===== src/rtl/retire_trace_buffer.sv =====
// Retire trace buffer: captures committed instructions into a first-word-fall-through FIFO
// drained by a valid/ready sink, with sticky overflow, drop counter and commit watchdog.
module retire_trace_buffer #(
  parameter int unsigned XLEN      = 32,
  parameter int unsigned RADDR_W   = 5,
  parameter int unsigned DEPTH     = 16,
  parameter int unsigned TIMEOUT   = 1024,
  parameter bit          FILTER_X0 = 1'b1
) (
  input  logic                       clk,
  input  logic                       reset,
  input  logic                       clear,
  input  logic                       w_valid,
  input  logic [XLEN-1:0]            w_pc,
  input  logic                       w_enable,
  input  logic [RADDR_W-1:0]         w_destination,
  input  logic [XLEN-1:0]            w_data,
  output logic                       out_valid,
  input  logic                       out_ready,
  output logic [XLEN-1:0]            out_pc,
  output logic                       out_wen,
  output logic [RADDR_W-1:0]         out_rd,
  output logic [XLEN-1:0]            out_data,
  output logic [$clog2(DEPTH):0]     count,
  output logic                       overflow,
  output logic [15:0]                drop_count,
  output logic                       timeout
);

  localparam int unsigned PTR_W = $clog2(DEPTH);
  localparam int unsigned CNT_W = PTR_W + 1;
  localparam int unsigned WD_W  = $clog2(TIMEOUT + 1);

  typedef struct packed {
    logic [XLEN-1:0]    pc;
    logic               wen;
    logic [RADDR_W-1:0] rd;
    logic [XLEN-1:0]    data;
  } entry_t;

  typedef enum logic [1:0] {
    WD_IDLE,
    WD_ARMED,
    WD_EXPIRED
  } wd_state_t;

  entry_t            r_mem [DEPTH];
  logic [PTR_W-1:0]  r_wr_ptr;
  logic [PTR_W-1:0]  r_rd_ptr;
  logic [CNT_W-1:0]  r_count;
  logic              r_overflow;
  logic [15:0]       r_drop_count;
  logic              r_timeout;
  wd_state_t         r_wd_state;
  logic [WD_W-1:0]   r_wd_cnt;

  logic              w_full;
  logic              w_pop;
  logic              w_push;
  logic              w_drop;
  entry_t            w_entry;
  entry_t            w_head;

  assign w_full = (r_count == CNT_W'(DEPTH));
  assign w_pop  = (r_count != '0) && out_ready;
  assign w_push = w_valid && (!w_full || w_pop);
  assign w_drop = w_valid && w_full && !w_pop;

  // Writes to x0 are architecturally void, so optionally strip them from the trace.
  always_comb begin
    w_entry.pc   = w_pc;
    w_entry.rd   = w_destination;
    w_entry.wen  = w_enable;
    w_entry.data = w_data;
    if (FILTER_X0 && (w_destination == '0)) begin
      w_entry.wen  = 1'b0;
      w_entry.data = '0;
    end
  end

  always_ff @(posedge clk) begin
    if (w_push && !clear) begin
      r_mem[r_wr_ptr] <= w_entry;
    end
  end

  // Pointers wrap naturally since DEPTH is a power of two; occupancy disambiguates full/empty.
  always_ff @(posedge clk or posedge reset) begin
    if (reset) begin
      r_wr_ptr     <= '0;
      r_rd_ptr     <= '0;
      r_count      <= '0;
      r_overflow   <= 1'b0;
      r_drop_count <= '0;
    end else if (clear) begin
      r_wr_ptr     <= '0;
      r_rd_ptr     <= '0;
      r_count      <= '0;
      r_overflow   <= 1'b0;
      r_drop_count <= '0;
    end else begin
      if (w_push) begin
        r_wr_ptr <= r_wr_ptr + PTR_W'(1);
      end
      if (w_pop) begin
        r_rd_ptr <= r_rd_ptr + PTR_W'(1);
      end
      case ({w_push, w_pop})
        2'b10:   r_count <= r_count + CNT_W'(1);
        2'b01:   r_count <= r_count - CNT_W'(1);
        default: r_count <= r_count;
      endcase
      if (w_drop) begin
        r_overflow <= 1'b1;
        if (r_drop_count != 16'hFFFF) begin
          r_drop_count <= r_drop_count + 16'd1;
        end
      end
    end
  end

  // Commit watchdog: counts idle cycles since the last commit once the core has started.
  always_ff @(posedge clk or posedge reset) begin
    if (reset) begin
      r_wd_state <= WD_IDLE;
      r_wd_cnt   <= '0;
      r_timeout  <= 1'b0;
    end else if (clear) begin
      r_wd_state <= WD_IDLE;
      r_wd_cnt   <= '0;
      r_timeout  <= 1'b0;
    end else begin
      case (r_wd_state)
        WD_IDLE: begin
          if (w_valid) begin
            r_wd_state <= WD_ARMED;
            r_wd_cnt   <= '0;
          end
        end
        WD_ARMED: begin
          if (w_valid) begin
            r_wd_cnt <= '0;
          end else if (r_wd_cnt == WD_W'(TIMEOUT - 1)) begin
            r_wd_cnt   <= r_wd_cnt + WD_W'(1);
            r_timeout  <= 1'b1;
            r_wd_state <= WD_EXPIRED;
          end else begin
            r_wd_cnt <= r_wd_cnt + WD_W'(1);
          end
        end
        WD_EXPIRED: begin
          if (w_valid) begin
            r_wd_state <= WD_ARMED;
            r_wd_cnt   <= '0;
          end
        end
        default: begin
          r_wd_state <= WD_IDLE;
          r_wd_cnt   <= '0;
        end
      endcase
    end
  end

  assign w_head     = r_mem[r_rd_ptr];
  assign out_valid  = (r_count != '0);
  assign out_pc     = w_head.pc;
  assign out_wen    = w_head.wen;
  assign out_rd     = w_head.rd;
  assign out_data   = w_head.data;
  assign count      = r_count;
  assign overflow   = r_overflow;
  assign drop_count = r_drop_count;
  assign timeout    = r_timeout;

endmodule

===== config.mk =====
export PLATFORM = sky130hd
export DESIGN_NAME = retire_trace_buffer
export DESIGN_NICKNAME = d
export VERILOG_FILES = /design/src/rtl/retire_trace_buffer.sv
export SDC_FILE = /design/constraint.sdc
export NUM_CORES = 1
export LEC_CHECK = 0
export CORE_MARGIN = 1
export CORE_UTILIZATION = 55
export DETAILED_ROUTE_END_ITERATION = 8
export GPL_TIMING_DRIVEN = 0
export PLACE_DENSITY_LB_ADDON = 0.08
export SLEW_MARGIN = 15
export SYNTH_ARGS = -nofsm -noshare
export SYNTH_HDL_FRONTEND = slang
export SYNTH_SLANG_ARGS = --single-unit

===== constraint.sdc =====
create_clock -name clk -period 6.7 [get_ports clk]
set_input_delay 1.34 -clock clk [delete_from_list [all_inputs] [get_ports clk]]
set_output_delay 1.34 -clock clk [all_outputs]
set_load 0.02 [all_outputs]

==> summary.md, run 1 <==
| Metric | Value |
|---|---|
| Status | complete, but fails checks |
| Failing checks | design-rule violations |
| Post-synth top cells | edfxtp_1, mux4_2, clkbuf_1 |
| #FFs+latches synth | 1164 |
| Vias in the first global route | 22350 |
| Leak Pwr | 16.37 nW |
| Cell count of the worst reg-to-reg path | 9 |
| Inserted Clock Buffers | 114 |
| Dpl cell area | 49320 um2 |
| Fmax | 0.1783 GHz |
| Row count | 104 |
| Share of cells above drive strength 1 | 0.2680 |
| Dpl ws | 1.820 ns |
| Startpoint Class | flip-flop |
| Slowest-stage cell, CP | clkbuf_1 |
| PostCTS Resize Cnt | 0 |
| Hold Crit Start | r_wd_cnt[8]$_DFFE_PP0P_ |
| Post-Synthesis Cells | 1897 |
| First-pass GRT wire length | 150100 um |
| Clk_skew | 0.01315 ns |
| Gr usage total | 0.2575 |
| Rel. slew slack | 0.2304 |
| CP required | 5.36 ns |
| Crit Reg-Reg Endpoint | r_mem[10][13]$_DFFE_PP_ |
| Hold Slack | 0.4782 ns |
| First drt pass iteration count | 9 |
| Final Power | 18.24 mW |
| Maximum clock insertion buffer count | 3 |
| CTS tree | yes |
| Setup_tns | 0 ns |
| Maxcap violations | 0 |
| Synthesized area | 45000 um2 |
| Hold Path Cell Cnt | 1 |
| Crit path DAT | 4.27 ns |
| Total congestion overflow | 0 |
| Die height | 288.0 um |
| DR vias | 21310 |
| DRC | 28 |
| Cell with the most instances after synthesis | edfxtp_1 |
| Critical Path Max Stage Delay | 0.88 ns |
| Via/cell ratio | 6.287 |
| Cell taking the most area after synthesis | edfxtp_1 |
| CP Capture Type | output pin |
| Layout net count | 2317 |
| Area growth from synthesis to layout | 17.88% |
| Worst-path maximum fanout | 10 |
| Gpl congestion | 0.7662 |
| Cell family with most CP delay | buffers and inverters |
| Largest net degree at the start of global routing | 37 |
| Hold Violations, Final | 0 |
| Postcts setup bufs | 0 |
| Final setup violation count | 0 |
| Final worst slack | 1.092 ns |
| Core ar. | 80680 um2 |
| CP cell instances | clkbuf_1 -> clkbuf_1 -> mux4_2 -> mux4_2 -> clkdlybuf4s50_1 |
| Placed wire-length estimate | 61250 um |
| EDFF count, synth | 1120 |
| Iteration-0 DRC count of the detailed router | 2208 |
| RSZ-0062 raised after global routing | false |
| Routed Antenna Nets | 0 |
| Yosys warns | 0 |
| Routed wire length | 104200 um |
| Initial antenna violation count | 4 |
| Clock Latency Late Sink | 0.66 ns |
| Avg Inst Size Synth | 23.72 um2 |
| Top_reg_cell synth | edfxtp_1 |
| Min Tclk post-route | 5.608 ns |
| Share of the synthesized area in the top cell type | 0.7474 |
| Pwr/cell area | 343.8 nW/um2 |
| CTS Sinks | 1164 |
| Worst Hold Path EP | r_wd_cnt[8]$_DFFE_PP0P_ |
| DP Cell Count | 3177 |
| Async set-or-reset flop fraction in the synthesized netlist | 0.03780 |
| Wire per inst | 30.74 um |
| Hold Path Class | reg2reg |
| IO Pins | 169 |
| Crit Path Class | reg2out |
| Hold-fix buffers, CTS | 0 |
| Part of the cycle the worst path needs | 0.8370 |
| Port Buffers | 168 |
| Die extent in x | 288.0 um |
| Die area | 82960 um2 |
| Peak supply drop | 0.0002231 V |
| Reg2reg start | count[0]$_DFFE_PP0P_ |
| Root Driver | clkbuf_16 |
| Core Util, Final | 0.6575 |
| Finished Cell Area | 53040 um2 |
| Largest cells by area after synthesis | edfxtp_1, mux4_2, dfrtp_1 |
| Synth unique cells | 59 |
| Post-synthesis sequential area ratio | 0.7719 |
| Final Slew Violations | 0 |
| Syn Nets | 1981 |
| Initial core utilization | 0.5578 |
| Clk slew on worst S/H paths | 0.06 ns |
| Worst path bufs/invs | 3 |
| H-tree levels | 3 |
| Worst-margin pin slew | 1.154 ns |
| Fin cells | 3390 |
| Setup slack, reg-to-reg | 3.60 ns |
[cell usage in the layout (no fill, tap or decap), types with 4 or more instances in the layout]
master and n:
a21oi_1 20, a41oi_1 4, and2_1 5, and3_4 8, buf_1 12, buf_12 26, buf_16 24, buf_2 6
buf_4 10, buf_6 22, bufinv_16 15, clkbuf_1 70, clkbuf_16 117, clkdlybuf4s50_1 168, clkinv_1 34, clkinv_2 17
dfrtp_1 44, diode_2 5, edfxtp_1 1120, ha_1 9, inv_1 11, mux4_2 350, nand2_1 20, nand3_1 12
nand3b_1 4, nand4_1 11, nor2_1 13, nor2_4 8, nor2b_1 36, nor3_1 11, o21ai_0 24, o31ai_1 10
o41ai_1 5, or3_1 4, or4_1 12
[flip-flops by register name, indices dropped and copies added (netlist names)]
register    flops
count           5
overflow        1
r_rd_ptr        4
timeout         1
r_wd_cnt       11
r_mem        1120
r_wr_ptr        4
r_wd_state      2
drop_count     16
[how the worst max path moves through the flow]
stage	start	end	slack, ns	cells after the start
after floorplan	clear	r_mem[13][0]$_DFFE_PP_	1.24	5
after global placement	clear	r_mem[10][12]$_DFFE_PP_	-3.87	6
after detailed placement	r_rd_ptr[1]$_DFFE_PP0P_	out_pc[31]	1.82	5
after CTS	r_rd_ptr[1]$_DFFE_PP0P_	out_pc[31]	1.08	5
after global routing	r_rd_ptr[1]$_DFFE_PP0P_	out_pc[18]	1.00	5
final	r_rd_ptr[1]$_DFFE_PP0P_	out_pc[31]	1.09	5
[per-layer routing]
metal  up-vias  routed length, um  global-route usage
met5         -                 13                   0
met4         2               1841             0.06005
met3       132               7450             0.04089
met2       809              54040              0.4374
met1     11490              40880              0.3548
li1       8878                  -                   -
[logic make-up (layout without fill, tap and decap cells)]
group,count (synthesis),count (layout),share of synthesized area
xor+xnor,4,4,0.0007787
fa+ha+maj,9,9,0.002503
other cells,0,5,0
compound gates,87,87,0.01312
buf+inv,112,540,0.01401
mux,354,354,0.1761
flops,1164,1164,0.7719
simple gates,167,167,0.02161
[report_power, final]
part / leakage [nW] / switching, mW / internal, mW
Sequential: 10.7 / 0.0454 / 8.09
Clock: 1.81 / 2.62 / 3.74
Combinational: 3.86 / 1.87 / 1.88
[cell type report]
cell class                 instances  area (um2)
antenna                            5       12.51
buffer                           100       585.6
clock buffer                     137        3003
clock inverter                    71       703.2
fill                            5175       27630
inverter                          12       45.04
multi-input combinational        621        9743
sequential                      1164       34730
tap                             1060        1326
timing repair buffer             220        2893
No activity file was read; power rests on OpenSTA's default activity.
==> inputs of run 2 (changes only) <==
==> constraint.sdc (replaced) <==
create_clock -name clk -period 4.7 [get_ports clk]
set_input_delay 0.94 -clock clk [delete_from_list [all_inputs] [get_ports clk]]
set_output_delay 0.94 -clock clk [all_outputs]
set_load 0.02 [all_outputs]
==> summary.md, run 2 (same netlist as run 1, synthesis figures left out) <==
| Metric | Value |
|---|---|
| Startpoint Class | flip-flop |
| Wire per inst | 30.81 um (+0.22%) |
| Hold Path Class | reg2reg |
| DP Cell Count | 3177 (unchanged) |
| Area growth from synthesis to layout | 18.00% (about the same) |
| Row count | 104 (unchanged) |
| Initial antenna violation count | 4 (unchanged) |
| CP required | 3.76 ns (-1.60 ns) |
| Rel. slew slack | 0.2271 (-0.003302) |
| Clk slew on worst S/H paths | 0.06 ns (about the same) |
| Filler cells | 5171 (-0.077%) |
| Clk_skew | 0.01789 ns (+0.004740 ns) |
| CTS Sinks | 1164 (unchanged) |
| Cell count of the worst reg-to-reg path | 9 (unchanged) |
| Most common cell after layout, fill and taps aside | edfxtp_1 |
| Gr usage total | 0.2576 (about the same) |
| Iteration-0 DRC count of the detailed router | 2185 (-1.0%) |
| Pwr/cell area | 489.7 nW/um2 (+42%) |
| Initial core utilization | 0.5578 (unchanged) |
| Postcts setup bufs | 0 (unchanged) |
| Final setup violation count | 0 (unchanged) |
| Share of cells above drive strength 1 | 0.2818 (+0.01388) |
| Crit path DAT | 3.56 ns (-0.71 ns) |
| Crit Path Class | reg2out |
| Routed wire length | 104400 um (+0.16%) |
| Inserted Clock Buffers | 114 (unchanged) |
| DR vias | 21220 (-0.43%) |
| Gpl congestion | 0.7662 (unchanged) |
| Routed Antenna Nets | 0 (unchanged) |
| Total congestion overflow | 0 (unchanged) |
| Status | complete, but fails checks |
| Layout net count | 2316 (-0.043%) |
| Vias in the first global route | 22320 (-0.12%) |
| DRC | 14 (-50%) |
| Hold Violations, Final | 0 (unchanged) |
| Worst-margin pin slew | 1.159 ns (+0.004953 ns) |
| Worst-path maximum fanout | 10 (unchanged) |
| Fmax | 0.2220 GHz |
| Final worst slack | 0.1959 ns (-0.8961 ns) |
| Dpl ws | 0.2199 ns (-1.600 ns) |
| Core Util, Final | 0.6581 (about the same) |
| Part of the cycle the worst path needs | 0.9583 |
| CTS tree | yes |
| Min Tclk post-route | 4.504 ns |
| First drt pass iteration count | 9 (unchanged) |
| First-pass GRT wire length | 150200 um (about the same) |
| Final Power | 26.00 mW (+43%) |
| Fin cells | 3388 (-0.059%) |
| Most frequent cells in the layout | edfxtp_1, mux4_2, clkdlybuf4s50_1 |
| Biggest register | r_mem |
| Clock Latency Late Sink | 0.67 ns (about the same) |
| Failing checks | design-rule violations |
| RSZ-0062 raised after global routing | false |
| Leak Pwr | 16.48 nW (+0.66%) |
| H-tree levels | 3 (unchanged) |
| Core ar. | 80680 um2 (unchanged) |
| Final Slew Violations | 0 (unchanged) |
| Placed wire-length estimate | 61250 um (unchanged) |
| Die height | 288.0 um (unchanged) |
| Die area | 82960 um2 (unchanged) |
| Peak supply drop | 0.0003200 V (+43%) |
| Hold Path Cell Cnt | 1 (unchanged) |
| Root Driver | clkbuf_16 |
| Hold Slack | 0.4782 ns (+0.000008000 ns) |
| Die extent in x | 288.0 um (unchanged) |
| Maximum clock insertion buffer count | 3 (unchanged) |
| IO Pins | 169 (unchanged) |
| Largest net degree at the start of global routing | 37 (unchanged) |
| CP Capture Type | output pin |
| Via/cell ratio | 6.264 (-0.37%) |
| Max reg flops | 1120 (unchanged) |
| Maxcap violations | 0 (unchanged) |
| Port Buffers | 168 (unchanged) |
-- run 2: cell count changes in the layout (fill, tap and decap cells not counted) --
cell,before,now
buf_2,6,8
buf_1,12,7
clkbuf_1,70,42
clkbuf_2,0,27
diode_2,5,4
clkdlybuf4s15_2,0,3
-- run 2: stage by stage --
step / cell area, um2 / setup TNS, ns
after floorplan: 45000 / -197.58
after global placement: 48010 / -3935.78
after detailed placement: 49320 / 0
after CTS: 53080 / 0
after global routing: 53090 / 0
final: 53100 / 0
-- run 2: per-layer routing --
metal	wire length, um	vias to the layer above	GRT usage	share of wire
li1	-	8873	-	-
met1	41610	11440	0.3554	0.40
met2	54010	780	0.4373	0.52
met3	6913	125	0.04049	0.066
met4	1819	4	0.06005	0.017
met5	26	-	0	0.00025
-- run 2: critical path: stages (launching register included) --
cell and delay (ns):
dfrtp_1 0.43, clkbuf_2 0.49, clkbuf_2 0.48, mux4_2 0.37
mux4_2 0.45, clkdlybuf4s50_1 0.67
-- run 2: what timing repair did --
action,in CTS,in global routing
pin swaps,0,0
cloned,0,0
endpoints found under the setup margin,70,3
hold buffers,0,0
resized for setup,34,2
-- run 2: final cells by class --
type,count,area (um2),share of cell area
timing repair buffer,220,2893,0.05448
clock inverter,71,703.2,0.01324
multi-input combinational,621,9743,0.1835
inverter,12,45.04,0.0008483
tap,1060,1326,0.02498
buffer,99,640.6,0.01206
sequential,1164,34730,0.6541
clock buffer,137,3003,0.05655
antenna,4,10.01,0.0001885
-- run 2: path summary, 6_finish.rpt --
check | from | to | slack [ns]
worst max-delay path | r_rd_ptr[1]$_DFFE_PP0P_ | out_pc[16] | 0.20
max in group asynchronous | reset | count[4]$_DFFE_PP0P_ | 3.56
worst min-delay path | r_wd_cnt[8]$_DFFE_PP0P_ | r_wd_cnt[8]$_DFFE_PP0P_ | 0.48
min in group asynchronous | reset | timeout$_DFFE_PP0P_ | 0.64
worst max register to register | count[0]$_DFFE_PP0P_ | r_mem[10][13]$_DFFE_PP_ | 1.61
worst min register to register | r_wd_cnt[8]$_DFFE_PP0P_ | r_wd_cnt[8]$_DFFE_PP0P_ | 0.48
-- run 2: where the power goes --
| group | internal, mW | total, mW | switching (mW) |
|---|---|---|---|
| combinational | 2.68 | 5.34 | 2.66 |
| sequential | 11.5 | 11.6 | 0.0654 |
| clock | 5.33 | 9.06 | 3.73 |
